===== src/rtl/sap_microcode_sequencer.sv =====
// sap_microcode_sequencer: microcoded SAP-1 control sequencer with registered control word, updated on falling clock edges.
// Define SAP_SINGLE_STEP_EN to add the step_en single-step input.
module sap_microcode_sequencer #(
  parameter int OPC_W  = 4,
  parameter int STEP_W = 3
) (
  input  logic              clk,
  input  logic              reset,
  input  logic [OPC_W-1:0]  instruction,
  input  logic              carry_flag,
  input  logic              zero_flag,
`ifdef SAP_SINGLE_STEP_EN
  input  logic              step_en,
`endif
  output logic [15:0]       CBUS_OUT,
  output logic [STEP_W-1:0] micro_step,
  output logic              halted
);
  localparam logic [15:0] HALT = 16'h8000, MI = 16'h4000, RI = 16'h2000, RO = 16'h1000;
  localparam logic [15:0] IO = 16'h0800, II = 16'h0400, AI = 16'h0200, AO = 16'h0100;
  localparam logic [15:0] SMO = 16'h0080, SUB = 16'h0040, BI = 16'h0020, OI = 16'h0010;
  localparam logic [15:0] CE = 16'h0008, CO = 16'h0004, J = 16'h0002, FI = 16'h0001;
  localparam logic [STEP_W-1:0] T0 = '0, T1 = STEP_W'(1), T2 = STEP_W'(2), T3 = STEP_W'(3);
  logic [OPC_W+3:0] ins_x;
  logic [3:0]       op;
  logic [15:0]      cw;
  logic             last;
  assign ins_x = {4'd0, instruction};
  assign op    = (ins_x >> 4) != '0 ? 4'd0 : ins_x[3:0];
  always_comb begin
    cw   = '0;
    last = 1'b0;
    case (op)
      4'd1:       {cw, last} = micro_step == T2 ? {IO | MI, 1'b0} : {RO | AI, 1'b1};
      4'd2, 4'd3: {cw, last} = micro_step == T2 ? {IO | MI, 1'b0} :
                               micro_step == T3 ? {RO | BI, 1'b0} :
                               {SMO | AI | FI | (op == 4'd3 ? SUB : 16'h0), 1'b1};
      4'd4:       {cw, last} = micro_step == T2 ? {IO | MI, 1'b0} : {AO | RI, 1'b1};
      4'd5:       {cw, last} = {IO | AI, 1'b1};
      4'd6:       {cw, last} = {IO | J, 1'b1};
      4'd7:       {cw, last} = {carry_flag ? IO | J : 16'h0, 1'b1};
      4'd8:       {cw, last} = {zero_flag ? IO | J : 16'h0, 1'b1};
      4'd14:      {cw, last} = {AO | OI, 1'b1};
      4'd15:      {cw, last} = {HALT, 1'b1};
      default:    {cw, last} = {16'h0, 1'b1};
    endcase
    // Fetch overrides the opcode: the IR is not valid until after T1.
    if (micro_step == T0) {cw, last} = {MI | CO, 1'b0};
    if (micro_step == T1) {cw, last} = {RO | II | CE, 1'b0};
    if (micro_step == '1) last = 1'b1;
  end
  always_ff @(negedge clk) begin
    if (reset) begin
      CBUS_OUT   <= '0;
      micro_step <= '0;
      halted     <= 1'b0;
    end else if (halted) begin
      CBUS_OUT   <= HALT;
`ifdef SAP_SINGLE_STEP_EN
    end else if (!step_en) begin
      CBUS_OUT   <= '0;
`endif
    end else begin
      CBUS_OUT   <= cw;
      micro_step <= last ? '0 : micro_step + 1'b1;
      halted     <= cw[15];
    end
  end
endmodule


===== config.mk =====
export PLATFORM = sky130hd
export DESIGN_NAME = sap_microcode_sequencer
export DESIGN_NICKNAME = d
export VERILOG_FILES = /design/src/rtl/sap_microcode_sequencer.sv
export SDC_FILE = /design/constraint.sdc
export NUM_CORES = 1
export LEC_CHECK = 0
export ABC_CLOCK_PERIOD_IN_PS = 2400
export CAP_MARGIN = 20
export CORE_ASPECT_RATIO = 1.2
export CORE_MARGIN = 2
export CORE_UTILIZATION = 49
export DETAILED_ROUTE_END_ITERATION = 6
export GPL_TIMING_DRIVEN = 0
export PLACE_DENSITY = 0.84
export SLEW_MARGIN = 30
export SYNTH_ARGS = -nofsm -noshare
export SYNTH_HDL_FRONTEND = slang
export SYNTH_SLANG_ARGS = --single-unit

===== constraint.sdc =====
create_clock -name clk -period 2.4 [get_ports clk]
set_input_delay 0.72 -clock clk [delete_from_list [all_inputs] [get_ports clk]]
set_output_delay 0.72 -clock clk [all_outputs]
set_load 0.005 [all_outputs]

==> results.py <==
metrics = {
    "floorplan": {
        "die_w_um": 43.8,
        "io_pins": 28,
        "coreArea_sq_um": 1810,
        "dieArea_sq_um": 2260,
        "start_util_pct": 51.4,
        "die_height_um": 51.7,
        "rows": 17,
    },
    "clock_tree": {
        "cts_tree": "done",
        "htreeDepth": 1,
        "clockBufferDepth": 2,
        "cts-buffers-inserted": 3,
        "clock_sinks": 17,
        "cts_root_buffer": "clkbuf_4",
        "clk_latency_ns": 0.39,
        "clk_pin_slew_worst_paths_ns": 0.07,
    },
    "logic_synthesis": {
        "ys_types": 38,
        "syn_nets": 120,
        "synth.ff_latch_count": 17,
        "yosys.area.top_type": "dfxtp_1",
        "synth_area_leaders": "dfxtp_1, ha_1, nor2_1",
        "yosys_warnings": 0,
        "yosysSeqAreaShare_pct": 36.6,
        "synth.top_cell.area_share_pct": 36.6,
        "syn_inst": 106,
        "synth.avg_cell_area_sq_um": 8.77,
        "synth_area_sq_um": 930,
    },
    "timing": {
        "tightest_slew_ns": 0.496,
        "finalSetupViolCount": 32,
        "fin_skew_ns": 0.0316,
        "rsz0062_at_grt": "true",
        "slew_headroom_pct": 67.0,
        "hold_viol": 0,
        "drv_slew": 0,
        "worst_slack_ns": -0.435,
    },
    "detailed_routing": {
        "wl_per_cell_um": 17.4,
        "met3_length_um": 171,
        "wl_um": 3200,
        "top_layer": "met4",
        "route.detailed.drc": 0,
        "wl_met2_um": 1790,
        "vias_per_cell": 5.80,
        "firstDrtPassIters": 4,
        "postRouteAntennaNets": 0,
        "met1Wirelength_um": 1150,
        "vias": 1068,
        "drt_iter0_markers": 37,
    },
    "place": {
        "routabilityCongestion": 0.735,
        "hpwl_um": 1630,
        "portBuffers": 25,
        "placed_area_sq_um": 1300,
    },
    "layout": {
        "final_common_cell": "inv_1",
        "final_cell_mix": "inv_1, buf_6, buf_2, buf_4, dfxtp_1",
        "area_growth_syn_to_layout_pct": 72.0,
        "finalInstanceArea_sq_um": 1600,
        "antennaDiodeCount": 0,
        "drive_gt1_share_pct": 50.3,
        "fin_nets": 180,
    },
    "grt": {
        "grt-ovfl-total": 0,
        "grt_pass1_wl_um": 4590,
        "grtUsageTotal_pct": 27.3,
        "grt_max_degree": 11,
        "first_global_vias": 1084,
        "antenna_found_initial": 0,
    },
    "setup_path": {
        "cp-start-kind": "register",
        "crit_required_ns": 1.68,
        "worstPathMaxFanout": 4,
        "criticalPathCategory": "reg -> out",
        "worstRegToRegCells": 7,
        "arrival_ns": 2.12,
        "setup.worst_path.end_class": "primary output",
    },
    "power_and_ir_drop": {
        "p_leak_uw": 0.000792,
        "power_density_nw_per_um2": 808,
        "p_total_uw": 1290,
        "vdd_drop_max_v": 0.000546,
    },
    "run_status": {
        "status": "finished with violations",
        "failed_checks": "negative setup slack",
    },
    "worst_hold_path": {
        "holdPathStages": 2,
        "hp-class": "reg -> reg",
    },
    "run": {
        "maxCapViolations": 0,
    },
}
critical path: stages (launching register included):
cell	delay (ns)
dfxtp_2	0.33
buf_6	0.11
buf_6	0.10
cells in the mapped netlist:
cell type / number
nor3b_2: 1
ha_1: 6
nor4_1: 5
or3_1: 2
mux2_2: 1
a21boi_0: 1
and3_1: 3
clkbuf_1: 2
a31oi_1: 1
a211oi_1: 1
o21a_1: 2
buf_6: 1
a21oi_1: 4
nor2_1: 10
xnor2_1: 1
nor3_1: 4
nand2_1: 6
buf_2: 2
a211o_1: 1
o22ai_1: 2
o32a_1: 1
nor4b_1: 2
dfxtp_1: 17
a311oi_2: 1
o21ai_0: 3
buf_4: 4
nand3_1: 1
nor3b_1: 1
or4b_1: 1
o31a_1: 1
o2111ai_1: 1
mux2i_1: 1
inv_1: 7
o21bai_2: 1
nand2b_1: 1
nor2b_1: 3
nand2b_4: 1
and2_1: 3
cells by family after synthesis:
| kind of cell | after synthesis | synth area share [%] |
|---|---|---|
| xor+xnor | 1 | 0.942 |
| fa+ha+maj | 6 | 8.08 |
| buf+inv | 16 | 9.15 |
| simple gates | 44 | 27.2 |
| flops | 17 | 36.6 |
| compound gates | 20 | 15.7 |
| mux | 2 | 2.29 |
layout make-up:
cell class | instances | area [sq um]
Buffer | 9 | 129
Clock buffer | 3 | 22.5
Clock inverter | 18 | 93.8
Fill cell | 90 | 209
Inverter | 6 | 35.0
Multi-Input combinational cell | 73 | 622
Sequential cell | 17 | 352
Tap cell | 19 | 23.8
Timing Repair Buffer | 39 | 322
power breakdown:
group / leakage (uW) / switching, uW / internal (uW)
clock: 0.000118 / 189 / 205
combinational: 0.000532 / 261 / 271
sequential: 0.000142 / 27.4 / 340
per-stage QoR:
stage	utilization (%)	worst slack, ns	setup TNS (ns)	std cells	hold slack, ns
after floorplan	-	-0.518	-4.40	106	0.558
after global placement	72.0	-1.27	-21.21	150	0.565
after detailed placement	72.0	-1.29	-21.62	150	0.574
after CTS	83.9	-0.436	-7.61	182	0.646
after global routing	88.4	-0.472	-9.31	184	0.638
final	88.4	-0.435	-8.25	184	0.618
sequential cells by signal, summed over array words and instances, names as in the netlist:
name and flops:
CBUS_OUT 14, micro_step 3
path summary, 6_finish.rpt:
path	from	endpoint	slack [ns]
setup / recovery	CBUS_OUT[15]$_SDFF_NP0_	CBUS_OUT[15]	-0.44
hold / removal	CBUS_OUT[15]$_SDFF_NP0_	CBUS_OUT[5]$_SDFF_NP0_	0.62
setup reg to reg	micro_step[0]$_SDFFE_NP0N_	micro_step[1]$_SDFFE_NP0N_	0.33
hold reg to reg	CBUS_OUT[15]$_SDFF_NP0_	CBUS_OUT[5]$_SDFF_NP0_	0.62
layer usage:
metal | vias to the layer above | track usage, %
li1 | 494 | -
met1 | 510 | 24.5
met2 | 52 | 51.2
met3 | 12 | 8.68
met4 | 0 | 16.2
met5 | - | 0
what timing repair did:
action | in CTS | in global routing
pin swaps | 12 | 5
hold buffers | 0 | 0
setup buffers | 13 | 2
endpoints found under the setup margin | 35 | 33
resized for setup | 131 | 18
Power figures use the tool's default switching activity.
